===== config.mk =====
export PLATFORM = sky130hd
export DESIGN_NAME = alu_req_arbiter
export DESIGN_NICKNAME = d
export VERILOG_FILES = /design/src/rtl/alu_req_arbiter.sv
export SDC_FILE = /design/constraint.sdc
export NUM_CORES = 1
export LEC_CHECK = 0
export CAP_MARGIN = 20
export CORE_AREA = 2 2 160 162
export CTS_BUF_LIST = sky130_fd_sc_hd__clkbuf_8
export DETAILED_ROUTE_END_ITERATION = 10
export DIE_AREA = 0 0 162 164
export SYNTH_ARGS = -nofsm -noshare
export SYNTH_HDL_FRONTEND = slang
export SYNTH_SLANG_ARGS = --single-unit

===== constraint.sdc =====
create_clock -name clk -period 5.3 [get_ports clk]
set_input_delay 1.59 -clock clk [delete_from_list [all_inputs] [get_ports clk]]
set_output_delay 1.59 -clock clk [all_outputs]
set_load 0.02 [all_outputs]

===== src/rtl/alu_req_arbiter.sv =====
// Two-requester round-robin front end for a shared alu32 datapath.
// A granted request drives the ALU operands for a per-opcode latency, then the
// ALU outputs are captured and returned on a single tagged response channel.
module alu_req_arbiter #(
    parameter int unsigned LAT_FAST = 1,
    parameter int unsigned LAT_SLOW = 4,
    parameter int unsigned CNT_W    = 4
) (
    input  logic        clk,
    input  logic        rst,
    input  logic        req0_valid,
    output logic        req0_ready,
    input  logic [31:0] req0_a,
    input  logic [31:0] req0_b,
    input  logic [3:0]  req0_op,
    input  logic        req1_valid,
    output logic        req1_ready,
    input  logic [31:0] req1_a,
    input  logic [31:0] req1_b,
    input  logic [3:0]  req1_op,
    output logic [31:0] alu_a,
    output logic [31:0] alu_b,
    output logic [3:0]  alu_op,
    input  logic [31:0] alu_result,
    input  logic [31:0] alu_mul_hi,
    input  logic [31:0] alu_mul_lo,
    input  logic [3:0]  alu_nzvc,
    output logic        rsp_valid,
    input  logic        rsp_ready,
    output logic        rsp_id,
    output logic [31:0] rsp_result,
    output logic [31:0] rsp_mul_hi,
    output logic [31:0] rsp_mul_lo,
    output logic [3:0]  rsp_nzvc,
    output logic        rsp_err,
    output logic        busy
);

    localparam logic [1:0] IDLE = 2'b00;
    localparam logic [1:0] EXEC = 2'b01;
    localparam logic [1:0] RESP = 2'b10;

    localparam logic [CNT_W-1:0] CNT_FAST = CNT_W'(LAT_FAST);
    localparam logic [CNT_W-1:0] CNT_SLOW = CNT_W'(LAT_SLOW);
    localparam logic [CNT_W-1:0] CNT_ONE  = CNT_W'(1);

    logic [1:0]       state;
    logic             last_grant;
    logic [CNT_W-1:0] cnt;

    logic             grant_id;
    logic             accept;
    logic [31:0]      sel_a;
    logic [31:0]      sel_b;
    logic [3:0]       sel_op;
    logic             sel_illegal;
    logic             sel_slow;

    assign busy = (state != IDLE);

    // Round-robin grant and payload select; ready only in IDLE and never during reset.
    always_comb begin
        grant_id = 1'b0;
        if (req0_valid && req1_valid) begin
            grant_id = ~last_grant;
        end else if (req1_valid) begin
            grant_id = 1'b1;
        end
        accept      = !rst && (state == IDLE) && (req0_valid || req1_valid);
        req0_ready  = accept && !grant_id;
        req1_ready  = accept && grant_id;
        sel_a       = grant_id ? req1_a  : req0_a;
        sel_b       = grant_id ? req1_b  : req0_b;
        sel_op      = grant_id ? req1_op : req0_op;
        sel_illegal = (sel_op[3:2] == 2'b11);
        sel_slow    = (sel_op == 4'b0010) || (sel_op == 4'b0011);
    end

    // Control FSM: accept, hold ALU inputs for the op latency, capture, hand back the response.
    always_ff @(posedge clk) begin
        if (rst) begin
            state      <= IDLE;
            last_grant <= 1'b1;
            cnt        <= '0;
            alu_a      <= '0;
            alu_b      <= '0;
            alu_op     <= '0;
            rsp_valid  <= 1'b0;
            rsp_id     <= 1'b0;
            rsp_result <= '0;
            rsp_mul_hi <= '0;
            rsp_mul_lo <= '0;
            rsp_nzvc   <= '0;
            rsp_err    <= 1'b0;
        end else begin
            case (state)
                IDLE: begin
                    if (accept) begin
                        last_grant <= grant_id;
                        rsp_id     <= grant_id;
                        if (sel_illegal) begin
                            // Illegal opcodes never reach the ALU; answer with an error straight away.
                            rsp_result <= '0;
                            rsp_mul_hi <= '0;
                            rsp_mul_lo <= '0;
                            rsp_nzvc   <= '0;
                            rsp_err    <= 1'b1;
                            rsp_valid  <= 1'b1;
                            state      <= RESP;
                        end else begin
                            alu_a  <= sel_a;
                            alu_b  <= sel_b;
                            alu_op <= sel_op;
                            cnt    <= sel_slow ? CNT_SLOW : CNT_FAST;
                            state  <= EXEC;
                        end
                    end
                end
                EXEC: begin
                    cnt <= cnt - CNT_ONE;
                    if (cnt == CNT_ONE) begin
                        rsp_result <= alu_result;
                        rsp_mul_hi <= alu_mul_hi;
                        rsp_mul_lo <= alu_mul_lo;
                        rsp_nzvc   <= alu_nzvc;
                        rsp_err    <= 1'b0;
                        rsp_valid  <= 1'b1;
                        state      <= RESP;
                    end
                end
                RESP: begin
                    if (rsp_ready) begin
                        rsp_valid <= 1'b0;
                        state     <= IDLE;
                    end
                end
                default: begin
                    state <= IDLE;
                end
            endcase
        end
    end

endmodule


==> metrics.md, run 1 <==
| Metric | Value |
|---|---|
| Outcome | finished, final reports clean |
| Area leader, netlist | dfxtp_1 |
| Hpwl dp | 16,700 um |
| Hold depth | 1 |
| RSZ-0062 raised after global routing | false |
| Main synth FF type | dfxtp_1 |
| I/O pin cnt | 415 |
| Worst reg2reg path startpoint | last_grant$_SDFFE_PP1P_ |
| Sequential-to-total area share from yosys stat | 0.548 |
| Hold WC Path Type | register to register |
| GRT overflow | 0 |
| WHS | about 0.48 ns |
| Multi-input gate area | between 2000 and 3000 sq um |
| Hold Fails Final Rpt | 0 |
| Worst reg2reg setup slack | 2.67 ns |
| Tmin final | 4.92 ns |
| Die width | roughly 160 um |
| WP data required | around 3.7 ns |
| Critical Path Fanout Max | 4 |
| Crit path arrival time | around 3.3 ns |
| Num rows | 58 |
| Number of cells on the worst reg-to-reg path | 7 |
| R2R Path End | alu_b[6]$_SDFFE_PP0P_ |
| Number of synthesized flops with an enable pin | 0 |
| Sum Neg Setup Slack | 0 ns |
| Drt pass-1 iters | 6 |
| Antenna violations before repair | 1 |
| Post-synthesis cell count | around 700 |
| Post-route design area | 11,300 sq um |
| Peak VDD IR | 0.122 mV |
| Ys Warns | 0 |
| CTS Buffer Depth | 2 |
| Setup-failing EPs final | 0 |
| GRT Overall Usage | 0.172 |
| Routed wire length | approximately 24,000 um |
| Final period utilization | 0.928 |
| CTS tree | done |
| Final nets | ~1,300 |
| Via density | 4.60 |
| IO Port Bufs | 414 |
| Mapped cell area | between 6000 and 7000 sq um |
| Synth top area share | 0.548 |
| Starting Density | 0.262 |
| DRT antenna net count | 0 |
| Worst Max-Slew Pin Slew | roughly 1.1 ns |
| Post-CTS Resized | 0 |
| Relative slew slack | 0.249 |
| DRC Markers | 0 |
| Top post-synthesis cells by area | dfxtp_1 (55%), a22o_1 (13%), a311oi_1 (9.3%) |
| Layout cell share with drive strength beyond 1 | 0.0448 |
| First-pass GRT wire length | about 36,000 um |
| Routed wire per std cell | ~17 um |
| Routed vias | roughly 6,500 |
| Synthesis-to-finish area growth | 73.4% |
| Register cell area after layout | 3560 sq um |
| Root buffer cell | clkbuf_8 |
| Die area | 26,600 sq um |
| Mean area per synthesized cell | 9.55 sq um |
| Post-synth net total | roughly 900 |
| Cts bufs inserted | 17 |
| Die H | roughly 160 um |
| Total of max-cap violations | 0 |
| H-tree levels | 4 |
| GP Congestion | approximately 0.74 |
| Clock Sinks | approximately 180 |
| Async SR Flop Fraction | 0 |
| #FFs+latches synth | 178 |
| CTS Hold Bufs | 0 |
| P_leak | ~4.2 nW |
| Clk_skew | around 0.027 ns |
| Postcts setup bufs | 0 |
| Netlist cell types | 35 |
| CP Launch Type | input port |
| Fmax | approximately 200 MHz |
| Number of max-slew violations in the final report | 0 |
| Worst skew pair latency | about 0.45 ns |
| Worst-path clk slew | roughly 0.10 ns |
| Fillers | between 2,000 and 2,500 |
| Worst Setup End Kind | primary output |
| Initial DRC count | between 200 and 300 |
| Hold endpoint | rsp_mul_lo[26]$_SDFFE_PP0P_ |
| Core area | roughly 25,000 sq um |
| Largest net degree at the start of global routing | approximately 130 |
| Min-Delay Startpoint | rsp_mul_lo[26]$_SDFFE_PP0P_ |
| Crit path kind | input port to primary output |
| Number of global-route vias before repair | roughly 6,400 |
| Power Dens Cells | slightly below 300 nW/um^2 |
| Placed cell area | ~11,000 sq um |
## cells by family (layout without fill, tap and decap cells)
logic type / count (synthesis) / after routing / share of synthesized area
flip-flops: 178 / 178 / 0.548
AND/OR/NAND/NOR: 242 / 242 / 0.148
AO/OA/AOI/OAI: 187 / 187 / 0.246
buffers and inverters: 68 / 459 / 0.0473
multiplexers: 4 / 4 / 0.00712
adder cells (fa/ha/maj): 2 / 2 / 0.00385
other: 0 / 1 / 0
## state kept, by name, indices dropped and copies added, names as in the netlist
signal	cells
last_grant	1
rsp_valid	1
rsp_result	32
rsp_mul_lo	32
alu_b	32
alu_a	32
rsp_mul_hi	32
cnt	4
rsp_nzvc	4
alu_op	4
rsp_err	1
rsp_id	1
state	2
## how the worst max path moves through the flow
| stage | from | endpoint | slack, ns | depth (start not counted) |
|---|---|---|---|---|
| 3_3_place_gp | req0_valid | req0_ready | 0.39 | 5 |
| 6_report | req0_valid | req1_ready | 0.38 | 5 |
| 3_5_place_dp | req0_valid | req0_ready | 0.38 | 5 |
| 4_1_cts | req0_valid | req0_ready | 0.38 | 5 |
| 5_1_grt | req0_valid | req1_ready | 0.29 | 5 |
| 2_1_floorplan | rst | req0_ready | 1.19 | 3 |
## layout by cell type, fill, tap and decap left out, types with 2 or more instances in the layout
master	instances
clkbuf_8	17
o21ai_0	3
mux2i_1	2
a22o_1	100
buf_12	2
nand3_1	2
a21oi_1	6
buf_4	6
a2111oi_0	2
nor3_1	6
nor3b_1	3
clkinv_4	3
a311oi_1	69
clkinvlp_4	2
clkinv_8	2
dfxtp_1	178
ha_1	2
nor2_1	78
clkdlybuf4s50_1	413
inv_6	3
nor3_2	2
inv_1	6
inv_8	3
nand2_1	143
## metal layers
layer  routed length, um  global-route usage  vias to the layer above  part of all wire
met2               11500               0.294                      265              0.48
met4                 178              0.0398                        0            0.0075
met5                   0                   0                        -                 0
met1               10200               0.208                     2955              0.43
li1                    -                   -                     3230                 -
met3                1890              0.0586                        8             0.079
## power by group
group	switching, mW	internal, mW	total (mW)
Combinational	0.413	0.439	0.853
Sequential	0.0599	1.44	1.50
Clock	0.559	0.394	0.952
## synth_stat cells, types with 2 or more instances
cell and n:
clkbuf_1 34, o21ai_0 3, dfxtp_1 178, inv_1 6, nor3_1 7, nor3b_1 3, mux2i_1 2, nand2_1 144
a21oi_1 6, nor2_1 78, buf_2 24, buf_6 3, a311oi_1 69, nand3_1 2, a22o_1 100, ha_1 2
a2111oi_0 2
## worst max-delay path, stage by stage
cell             delay (ns)
clkdlybuf4s50_1        0.57
nor2_1                 0.12
or2_0                  0.26
nor3_1                 0.14
clkdlybuf4s50_1        0.64
## area by class of cell
| class | instances | area share |
|---|---|---|
| multi-input cells | 435 | 0.236 |
| flip-flops and latches | 178 | 0.316 |
| clock buffers | 17 | 0.0207 |
| clock inverters | 14 | 0.0145 |
| well taps | 330 | 0.0366 |
| repair buffers | 422 | 0.374 |
| inverters | 6 | 0.00200 |
| diodes | 1 | 0.000222 |
## per-stage QoR
step / total power, mW / setup slack [ns] / std cells / util
global route: 3.49 / 0.289 / 1403 / 0.455
finish: 3.31 / 0.383 / 1403 / 0.455
floorplan: 1.93 / 1.19 / 681 / -
detailed placement: 2.39 / 0.378 / 1371 / 0.438
CTS: 3.36 / 0.377 / 1402 / 0.454
global placement: 2.39 / 0.393 / 1371 / 0.438
(Power assumes the default switching activity.)
==> run 2: changes to the inputs <==
CAP_MARGIN = 30   (was 20)
==> metrics.md, run 2 (synthesized netlist as in run 1, its figures left out) <==
| Metric | Value |
|---|---|
| IO Port Bufs | 414 (unchanged) |
| Num rows | 58 (unchanged) |
| CTS Buffer Depth | 2 (unchanged) |
| Post-CTS Resized | 0 (unchanged) |
| Number of global-route vias before repair | 6,288 (-1.5%) |
| CP Launch Type | input port |
| Postcts setup bufs | 0 (unchanged) |
| Worst Setup End Kind | primary output |
| Multi-input gate area | 2660 sq um (unchanged) |
| Number of max-slew violations in the final report | 0 (unchanged) |
| Die width | 162 um (unchanged) |
| Sum Neg Setup Slack | 0 ns (unchanged) |
| Hold depth | 1 (unchanged) |
| RSZ-0062 raised after global routing | false |
| Most common cell after layout, fill and taps aside | clkdlybuf4s50_1 |
| Placed insts | 1,372 (+0.073%) |
| I/O pin cnt | 415 (unchanged) |
| Core area | 24,800 sq um (unchanged) |
| Fmax | 203 MHz (-0.15%) |
| GRT Overall Usage | 0.170 (-0.00141) |
| CTS tree | done |
| DRC Markers | 0 (unchanged) |
| Routed wire length | 23,600 um (-0.76%) |
| Tmin final | 4.92 ns (+0.00749 ns) |
| Layout cell share with drive strength beyond 1 | 0.0457 (+0.000890) |
| Final nets | 1,304 (+0.077%) |
| Largest net degree at the start of global routing | 125 (unchanged) |
| Root buffer cell | clkbuf_8 |
| M3 GR Usage | 0.0652 (+0.00657) |
| Met2 Resource Use GR | 0.287 (-0.00658) |
| GRT overflow | 0 (unchanged) |
| Setup-failing EPs final | 0 (unchanged) |
| Final cell count without fillers | 1,404 (+0.071%) |
| WP data required | 3.71 ns (about the same) |
| Peak VDD IR | 0.121 mV (-0.28%) |
| Register cell area after layout | 3560 sq um (unchanged) |
| H-tree levels | 4 (unchanged) |
| Worst Max-Slew Pin Slew | 0.860 ns (-0.266 ns) |
| Clock Sinks | 178 (unchanged) |
| P_leak | 4.17 nW (+0.28%) |
| Commonest non-fill, non-tap cells in the layout | clkdlybuf4s50_1 (413), dfxtp_1 (178), nand2_1 (143) |
| Hpwl dp | 16,700 um (+0.29%) |
| Routed vias | 6,515 (+0.88%) |
| Hold Fails Final Rpt | 0 (unchanged) |
| Drt pass-1 iters | 4 (-2) |
| Cts bufs inserted | 17 (unchanged) |
| Routed wire per std cell | 16.8 um (-0.84%) |
| Crit path arrival time | 3.33 ns (about the same) |
| Min-Delay Startpoint | rsp_mul_lo[24]$_SDFFE_PP0P_ |
| Critical Path Fanout Max | 4 (unchanged) |
| Power Dens Cells | 290 nW/um^2 (-0.93%) |
| Worst reg2reg path startpoint | last_grant$_SDFFE_PP1P_ |
| Antenna violations before repair | 1 (unchanged) |
| Design Power | 3.28 mW (-0.77%) |
| Pre-CTS WS | 0.375 ns (-0.00227 ns) |
| Die area | 26,600 sq um (unchanged) |
| Crit path kind | input port to primary output |
| Total of max-cap violations | 0 (unchanged) |
| Hold WC Path Type | register to register |
| Fillers | 2,445 (-0.24%) |
| First-pass GRT wire length | 35,600 um (-1.0%) |
| Met1 global-route usage | 0.205 (-0.00328) |
| Worst-path clk slew | 0.10 ns (about the same) |
| Relative slew slack | 0.427 (+0.177) |
| GP Congestion | 0.741 (unchanged) |
| Worst skew pair latency | 0.46 ns (about the same) |
| Setup slack after layout | 0.375 ns (-0.00749 ns) |
| Number of cells on the worst reg-to-reg path | 7 (unchanged) |
| Initial DRC count | 277 (+1.1%) |
| Outcome | finished, final reports clean |
| Via density | 4.64 (+0.81%) |
| CTS Hold Bufs | 0 (unchanged) |
| Starting Density | 0.262 (unchanged) |
| Die H | 164 um (unchanged) |
| DRT antenna net count | 0 (unchanged) |
| Clk_skew | 0.0198 ns (-0.00729 ns) |
| CP startpoint | req0_valid |
| Final period utilization | 0.929 (+0.00141) |
| Synthesis-to-finish area growth | 73.7% |
| GRT Max-Usage Layer | met2 |
==> run 2: cell types whose count changed in the layout (fill, tap and decap cells not counted) <==
cell        previous run  this run
inv_6                  3         1
clkbuf_8              17        18
inv_8                  3         5
bufinv_16              1         0
clkinvlp_4             2         1
clkinv_4               3         4
buf_16                 0         1
==> run 2: routing by layer <==
metal | part of all wire | vias to the layer above
met5 | 0 | -
met4 | 0.0078 | 0
met3 | 0.096 | 11
met2 | 0.48 | 286
met1 | 0.42 | 2995
li1 | - | 3223
==> run 2: report_power, final <==
group | internal [mW] | switching [mW] | total (mW)
logic | 0.442 | 0.412 | 0.854
clock network | 0.363 | 0.564 | 0.927
registers | 1.44 | 0.0588 | 1.50
total | 2.25 | 1.04 | 3.28
==> run 2: critical path: stages <==
cell and delay (ns):
clkdlybuf4s50_1 0.59, nor2_1 0.12, or2_0 0.26, nor3_1 0.14, clkdlybuf4s50_1 0.64
==> run 2: worst paths after layout <==
path | end | slack [ns]
max reg2reg | alu_b[4]$_SDFFE_PP0P_ | 2.61
max | req0_ready | 0.38
min reg2reg | rsp_mul_lo[24]$_SDFFE_PP0P_ | 0.48
min | rsp_mul_lo[24]$_SDFFE_PP0P_ | 0.48
==> run 2: cell type report <==
cell class | instances | share of cell area
clock inverters | 13 | 0.0124
well taps | 330 | 0.0365
multi-input cells | 435 | 0.235
inverters | 6 | 0.00199
diodes | 1 | 0.000221
clock buffers | 18 | 0.0219
repair buffers | 423 | 0.376
flip-flops and latches | 178 | 0.315
==> run 2: through the flow <==
step / utilization / instance area [sq um] / hold slack (ns)
after floorplan: - / 6500 / 0.454
after global placement: 0.438 / 10900 / 0.455
after detailed placement: 0.440 / 10900 / 0.454
after CTS: 0.455 / 11300 / 0.485
after global routing: 0.455 / 11300 / 0.493
final: 0.455 / 11300 / 0.481
==> run 3: changes to the inputs <==
SETUP_SLACK_MARGIN = 0.5   (was not set)
==> metrics.md, run 3 (synthesized netlist as in run 1, its figures left out) <==
| Metric | Value |
|---|---|
| Outcome | finished, final reports clean |
| Die width | 162 um (unchanged) |
| WP data required | 3.71 ns (about the same) |
| Final period utilization | 0.875 (-0.0539) |
| Commonest non-fill, non-tap cells in the layout | clkdlybuf4s50_1 (411), dfxtp_1 (178), nand2_1 (143) |
| Sum Neg Setup Slack | 0 ns (unchanged) |
| Worst Setup End Kind | primary output |
| Number of max-slew violations in the final report | 0 (unchanged) |
| Worst reg2reg path startpoint | last_grant$_SDFFE_PP1P_ |
| Min-Delay Startpoint | rsp_mul_lo[24]$_SDFFE_PP0P_ |
| Number of global-route vias before repair | 6,288 (unchanged) |
| Die area | 26,600 sq um (unchanged) |
| Starting Density | 0.262 (unchanged) |
| Routed wire length | 23,600 um (about the same) |
| GRT overflow | 0 (unchanged) |
| Final nets | 1,304 (unchanged) |
| IO Port Bufs | 414 (unchanged) |
| H-tree levels | 4 (unchanged) |
| Initial DRC count | 277 (unchanged) |
| DRT antenna net count | 0 (unchanged) |
| Root buffer cell | clkbuf_8 |
| Most common cell after layout, fill and taps aside | clkdlybuf4s50_1 |
| Via density | 4.64 (-0.11%) |
| Total of max-cap violations | 0 (unchanged) |
| Clock Sinks | 178 (unchanged) |
| First-pass GRT wire length | 35,600 um (unchanged) |
| Relative slew slack | 0.427 (about the same) |
| Fillers | 2,447 (+0.082%) |
| Peak VDD IR | 0.121 mV (about the same) |
| Layout cell share with drive strength beyond 1 | 0.0457 (unchanged) |
| Routed wire per std cell | 16.8 um (about the same) |
| Num rows | 58 (unchanged) |
| Critical Path Fanout Max | 4 (unchanged) |
| Antenna violations before repair | 1 (unchanged) |
| CP Launch Type | input port |
| Worst Max-Slew Pin Slew | 0.860 ns (+0.000107 ns) |
| Worst-path clk slew | 0.10 ns (about the same) |
| Worst reg2reg setup slack | 2.61 ns (about the same) |
| Hold WC Path Type | register to register |
| Number of cells on the worst reg-to-reg path | 7 (unchanged) |
| Hpwl dp | 16,700 um (unchanged) |
| Crit path kind | input port to primary output |
| RSZ-0062 raised after global routing | false |
| Fmax | 216 MHz (+6.2%) |
| WHS | 0.481 ns (unchanged) |
| Hold endpoint | rsp_mul_lo[24]$_SDFFE_PP0P_ |
| Worst skew pair latency | 0.46 ns (about the same) |
| Design Power | 3.28 mW (about the same) |
| Routed vias | 6,508 (-0.11%) |
| Power Dens Cells | 290 nW/um^2 (about the same) |
| GP Congestion | 0.741 (unchanged) |
| Setup-failing EPs final | 0 (unchanged) |
| Crit path arrival time | 3.05 ns (-0.28 ns) |
| GRT Overall Usage | 0.170 (unchanged) |
| Die H | 164 um (unchanged) |
| CTS Buffer Depth | 2 (unchanged) |
| Synthesis-to-finish area growth | 73.7% (about the same) |
| Largest net degree at the start of global routing | 125 (unchanged) |
| Hold Fails Final Rpt | 0 (unchanged) |
| Tmin final | 4.64 ns (-0.286 ns) |
| R2R Path End | alu_b[4]$_SDFFE_PP0P_ |
| CTS tree | done |
| Core area | 24,800 sq um (unchanged) |
| Drt pass-1 iters | 4 (unchanged) |
| DRC Markers | 0 (unchanged) |
| I/O pin cnt | 415 (unchanged) |
| Cts bufs inserted | 17 (unchanged) |
| Hold depth | 1 (unchanged) |
| P_leak | 4.18 nW (+0.19%) |
| Clk_skew | 0.0197 ns (-0.0000286 ns) |
run 3: cell count changes in the layout (fill, tap and decap cells not counted):
cell / change
dlygate4sd2_1: +2
clkdlybuf4s50_1: -2
run 3: repair_timing:
action	CTS	global route
hold buffers	0	0
endpoints found under the setup margin	2	0
setup buffers	0	0
gates resized for setup	2	0
run 3: metal layers:
layer	global-route usage	wire length (um)	vias to the layer above
met5	0	0	-
met4	0.0410	185	0
met1	0.205	9810	2991
met3	0.0652	2260	11
met2	0.287	11300	283
li1	-	-	3223
run 3: how the worst max path moves through the flow:
stage / startpoint / endpoint / cells after the start
global route: req0_valid / req1_ready / 5
global placement: req0_valid / req0_ready / 5
floorplan: rst / req0_ready / 3
finish: req0_valid / req0_ready / 5
detailed placement: req0_valid / req0_ready / 5
CTS: req0_valid / req0_ready / 5
run 3: area by class of cell:
cell class | count | area [sq um] | share of cell area
Sequential cell | 178 | 3560 | 0.315
Antenna cell | 1 | 2.50 | 0.000222
Clock buffer | 18 | 248 | 0.0219
Inverter | 6 | 22.5 | 0.00199
Multi-Input combinational cell | 435 | 2660 | 0.235
Tap cell | 330 | 413 | 0.0365
Clock inverter | 13 | 140 | 0.0124
Timing Repair Buffer | 423 | 4250 | 0.376
run 3: critical path, stage by stage:
cell,delay (ns)
clkdlybuf4s50_1,0.59
nor2_1,0.12
or2_0,0.26
nor3_1,0.13
dlygate4sd2_1,0.37
run 3: where the power goes:
| part | switching [mW] | internal (mW) |
|---|---|---|
| combinational | 0.412 | 0.441 |
| sequential | 0.0587 | 1.44 |
| clock | 0.564 | 0.363 |
| total | 1.03 | 2.25 |
run 3: per-stage QoR:
step                utilization  instances  setup WS (ns)  area (sq um)
finish                    0.455       1404          0.661         11300
global route              0.455       1404          0.562         11300
CTS                       0.455       1403          0.662         11300
detailed placement        0.440       1372          0.375         10900
global placement          0.438       1371          0.393         10900
floorplan                     -        681           1.19          6500
